File: src/rtl/stack_ram_ctrl.sv
// Data-stack RAM sequencer: validates push/pop/peek/replace against the stack
// window, drives the external pointer register's function code, latches errors.
module stack_ram_ctrl #(
  parameter int ADDR_W = 12,
  parameter int DATA_W = 12,
  parameter int DEPTH  = 128,
  parameter int BASE   = 75,
  parameter int LVL_W  = 8
) (
  input  logic              clk,
  input  logic              rst_n,
  input  logic              Op_Valid,
  input  logic [1:0]        Op,
  input  logic [DATA_W-1:0] Data_In,
  input  logic [ADDR_W-1:0] S_Addr,
  input  logic              Clr_Err,
  output logic              Ready,
  output logic [1:0]        S_F_Out,
  output logic [DATA_W-1:0] Data_Out,
  output logic              Rd_Valid,
  output logic              Ovf,
  output logic              Unf,
  output logic [LVL_W-1:0]  Level
);
  localparam int IDX_W = $clog2(DEPTH);

  localparam logic [1:0] OP_PUSH = 2'b00;
  localparam logic [1:0] OP_POP  = 2'b01;
  localparam logic [1:0] OP_PEEK = 2'b10;
  localparam logic [1:0] OP_REPL = 2'b11;

  localparam logic [1:0] SF_HOLD = 2'b00;
  localparam logic [1:0] SF_INC  = 2'b01;
  localparam logic [1:0] SF_DEC  = 2'b10;

  localparam logic [0:0] RUN = 1'b0;
  localparam logic [0:0] ERR = 1'b1;

  localparam logic [ADDR_W-1:0] BASE_A = ADDR_W'(BASE);
  localparam logic [ADDR_W-1:0] FULL_A = ADDR_W'(BASE + DEPTH);

  logic [0:0]        state;
  logic [DATA_W-1:0] mem [DEPTH];

  logic              push_ok, rd_ok, rd_under, accept, wr_en;
  logic [IDX_W-1:0]  top_idx, below_idx, wr_idx;

  // Out-of-window pointers (foreign loads) fall through to the error paths.
  assign push_ok   = (S_Addr >= BASE_A) && (S_Addr < FULL_A);
  assign rd_ok     = (S_Addr > BASE_A) && (S_Addr <= FULL_A);
  assign rd_under  = (S_Addr <= BASE_A);
  assign top_idx   = IDX_W'(S_Addr - BASE_A);
  assign below_idx = top_idx - IDX_W'(1);

  assign Ready  = (state == RUN);
  assign Level  = LVL_W'(S_Addr - BASE_A);
  assign accept = rst_n && Ready && Op_Valid;

  assign wr_en  = accept && (((Op == OP_PUSH) && push_ok) || ((Op == OP_REPL) && rd_ok));
  assign wr_idx = (Op == OP_REPL) ? below_idx : top_idx;

  always_ff @(posedge clk) begin
    if (wr_en) mem[wr_idx] <= Data_In;
  end

  always_ff @(posedge clk or negedge rst_n) begin
    if (!rst_n) begin
      state    <= RUN;
      S_F_Out  <= SF_HOLD;
      Data_Out <= '0;
      Rd_Valid <= 1'b0;
      Ovf      <= 1'b0;
      Unf      <= 1'b0;
    end else begin
      S_F_Out  <= SF_HOLD;
      Rd_Valid <= 1'b0;
      if (state == ERR) begin
        // Clearing consumes the cycle; a concurrent op is dropped.
        if (Clr_Err) begin
          state <= RUN;
          Ovf   <= 1'b0;
          Unf   <= 1'b0;
        end
      end else if (Op_Valid) begin
        case (Op)
          OP_PUSH: begin
            if (push_ok) S_F_Out <= SF_INC;
            else begin
              Ovf   <= 1'b1;
              state <= ERR;
            end
          end
          OP_POP, OP_PEEK: begin
            if (rd_ok) begin
              Data_Out <= mem[below_idx];
              Rd_Valid <= 1'b1;
              if (Op == OP_POP) S_F_Out <= SF_DEC;
            end else begin
              Unf   <= rd_under;
              Ovf   <= !rd_under;
              state <= ERR;
            end
          end
          default: begin
            if (!rd_ok) begin
              Unf   <= rd_under;
              Ovf   <= !rd_under;
              state <= ERR;
            end
          end
        endcase
      end
    end
  end
endmodule

File: config.mk
export PLATFORM = sky130hd
export DESIGN_NAME = stack_ram_ctrl
export DESIGN_NICKNAME = d
export VERILOG_FILES = /design/src/rtl/stack_ram_ctrl.sv
export SDC_FILE = /design/constraint.sdc
export NUM_CORES = 2
export LEC_CHECK = 0
export ABC_CLOCK_PERIOD_IN_PS = 3100
export CORE_AREA = 2 2 265 529
export CTS_CLUSTER_DIAMETER = 30
export DETAILED_ROUTE_END_ITERATION = 7
export DIE_AREA = 0 0 267 531
export HOLD_SLACK_MARGIN = 0.08
export PLACE_DENSITY = 0.56
export SYNTH_ARGS = -nofsm -noshare
export SYNTH_HDL_FRONTEND = slang
export SYNTH_SLANG_ARGS = --single-unit
File: constraint.sdc
create_clock -name clk -period 3.1 [get_ports clk]
set_input_delay 0.62 -clock clk [delete_from_list [all_inputs] [get_ports clk]]
set_output_delay 0.62 -clock clk [all_outputs]
set_load 0.03 [all_outputs]
==> impl_results.md <==
- Synth Area in Compound Gates: 5.68%
- Crit path capture type: flop
- Multi-input logic area: 14800 um2
- Drt first pass iters: 7
- # rows: 193
- Register area: about 47000 um2
- Reg clk slew, reported paths: 0.06 ns
- Worst Hold Depth: 1
- Post-route minimum period: 3.09 ns
- Vias per cell: 6.00
- Crit-path max FO: 12
- CTS H-tree lvls: 4
- Global route total overflow: 0
- Post-route ant nets: 0
- Count leader, synth: edfxtp_1
- Fillers: 10500
- Starting Density: 44.8%
- Static Leak: 25.4 nW
- Hold endpoint: mem[29][3]
- Slowest stage delay, CP: 0.57 ns
- Post-synthesis instance area: 61800 um2
- Synth Area in Adders: 0.0810%
- Fmax: 0.323 GHz
- Number of remaining DRC errors: 0
- Setup Skew: 0.0354 ns
- XOR/XNOR Fraction of Synth Area: less than 1%
- Max Cap Viol: 0
- Vias in the first global route: ~37000
- Final Max Slew Viols: 0
- Worst-case clock buffer depth: 4
- RSZ-0062 raised after global routing: yes
- Finished Core Util: 56.0%
- Clock Root Buffer: clkbuf_16
- FFs w/ async S/R, synth: 1.16%
- Vias: 35700
- Reg-to-Reg Start: state
- Worst path cell trace: clkdlybuf4s15_2, ha_4, buf_16, buf_12, buf_4, mux4_2, nor2_1, a31oi_1, o211ai_1, nand4b_1, o211a_1
- Global-route wire length before repair: 276000 um
- Drt total wl: 197000 um
- Chip height: 531 um
- Outcome: complete, no violations
- Wire length per cell: 33.1 um
- P per Cell Area: 630 nW/um2
- Synth Register Bits: between 1500 and 2000
- CP Launch Type: primary input
- Routability cong.: 0.925
- Port Buffer Count: 55
- Yosys cell types: ~90
- Post-DP HPWL: 131000 um
- Cell taking the most area after synthesis: edfxtp_1
- Final setup fails: 0
- Synth top cells by count: edfxtp_1, nor2_1, mux4_2, nand2_1, mux2_2
- CTS Buf Count: 174
- Antenna violations before repair: 1
- P&R area growth vs syn: 24.9%
- Tcrit/Tclk final: 99.8%
- Dpl ws: -1.50 ns
- # hold bufs at CTS: 0
- Initial drt markers: 3340
- Final #Nets: 3996
- Main combinational cell family by area after synthesis: multiplexers
- Sequential-to-total area share from yosys stat: 75.4%
- Multiplexer share of the synthesized area: 12.8%
- Syn Inst Count: 3300
- GRT Total Usage: 27.9%
- Synth Area in Simple Gates: 3.43%
- Crit-path slowest cell: mux4_2
- Clock Latency Late Sink: 0.81 ns
- Cells on worst reg2reg path: 9
- Final worst setup slack: 0.00720 ns
- Hold Crit Class: primary input to flop
- Worst vdd ir: 0.369 mV
- Dominant cells by area after synthesis: edfxtp_1, mux4_2, mux2_2
- R2R Setup Slk: 0.59 ns
- EDFF count, synth: approximately 1500
- Sink Count: 1554
- Largest net degree at the start of global routing: 129
- Die X-Extent: approximately 270 um
- Core Region: 138000 um2
- Critical path data required time: 3.80 ns
- Share of layout cells above drive strength 1: 37.0%
- Die ar.: 142000 um2
- CTS tree: yes
- Actual slew at the worst max-slew pin: 1.32 ns
- Hold path startpoint: Data_In[3]
- CP Class: primary input to flop
- Synth top area share: between 70% and 80%
- # IOs: 56
- Critical Path AT: 3.79 ns
- Hold Fails Final Rpt: 0
- Synthesis warning total: 0
- Slew headroom: 11.7%
- RR Endpoint: mem[90][0]
- Average size of a mapped cell: about 19 um2
- Syn_nets: around 3300
- Post-synth top flop: edfxtp_1
==> registers in the layout (all words and copies together) (netlist names) <==
name and count:
Rd_Valid 1, Ovf 1, mem 1536, S_F_Out 2, Data_Out 12, state 1
Unf 1
==> per-layer routing <==
layer  GRT usage (%)  up-vias  wire length (um)
li1                -    14800                 -
met1            33.1    18700             69800
met2            48.9     1621            101000
met3            3.32      485             11900
met4            16.5        0             13600
met5               0        -                 0
==> kinds of logic after synthesis <==
logic type      after synthesis
compound gates              507
simple gates                497
buf+inv                     223
xor+xnor                     21
mux                         494
fa+ha+maj                     4
flops                      1554
==> power by group <==
group / internal [mW] / switching, mW
combinational: 2.18 / 3.07
sequential: 23.1 / 0.0509
clock: 11.5 / 8.68
==> area by class of cell <==
type | count | area share [%]
repair buffers | 694 | 10.1
clock inverters | 110 | 1.41
multi-input cells | 1524 | 19.2
flip-flops and latches | 1554 | 60.4
well taps | 1852 | 3.00
inverters | 14 | 0.0714
diodes | 2 | 0.00649
clock buffers | 196 | 5.83
==> per-stage QoR <==
step / setup TNS [ns] / instances / total power [mW] / cell area [um2] / hold WS [ns]
final: 0 / 5946 / 48.6 / 77200 / 0.185
after CTS: 0 / 5934 / 48.8 / 76900 / 0.171
after detailed placement: -1361.75 / 5620 / 28.7 / 70900 / 0.552
after global placement: -1339.57 / 5620 / 28.6 / 70900 / 0.547
after global routing: -0.394 / 5945 / 49.8 / 77200 / 0.203
after floorplan: -292.12 / 3300 / 25.9 / 62400 / 0.324
==> critical path: cells and delay by family <==
kind / cells / cell delay (ns)
buf+inv: 4 / 0.89
mux: 1 / 0.57
fa+ha+maj: 1 / 0.37
simple gates: 2 / 0.50
compound gates: 3 / 0.80
==> layout by cell type (no fill, tap or decap), types with 18 or more instances in the layout <==
| cell | count |
|---|---|
| edfxtp_1 | 1536 |
| mux2i_1 | 128 |
| a211oi_1 | 36 |
| mux2_2 | 146 |
| clkinv_4 | 18 |
| o21ai_0 | 39 |
| mux4_2 | 219 |
| nor2_2 | 78 |
| o22ai_1 | 134 |
| nor2_4 | 55 |
| clkbuf_1 | 19 |
| a31oi_1 | 19 |
| nor2_1 | 93 |
| nand3_1 | 35 |
| nor3_1 | 22 |
| buf_4 | 460 |
| o221ai_1 | 32 |
| a21oi_1 | 88 |
| nand2_1 | 138 |
| clkbuf_16 | 177 |
| dfrtp_1 | 18 |
| clkinv_2 | 20 |
| clkdlybuf4s50_1 | 32 |
| inv_6 | 21 |
| buf_12 | 190 |
==> worst max-delay path by stage <==
stage	startpoint	to	slack, ns	cells past startpoint
4_1_cts	S_Addr[3]	mem[15][0]	0.004	16
3_3_place_gp	S_Addr[1]	Data_Out[7]	-1.54	13
3_5_place_dp	S_Addr[1]	Data_Out[7]	-1.50	13
5_1_grt	S_Addr[3]	mem[23][1]	-0.03	15
2_1_floorplan	S_Addr[0]	mem[78][0]	-0.24	12
6_report	S_Addr[1]	Data_Out[5]	0.007	11
==> repair_timing <==
action                                  4_1_cts  5_1_grt
hold endpoints to repair                      0        0
gates cloned                                  3        0
pin swaps                                    13       14
endpoints found under the setup margin     1071      633
buffers inserted                              6       10
gates resized for setup                      45       35
(Power assumes the default switching activity.)
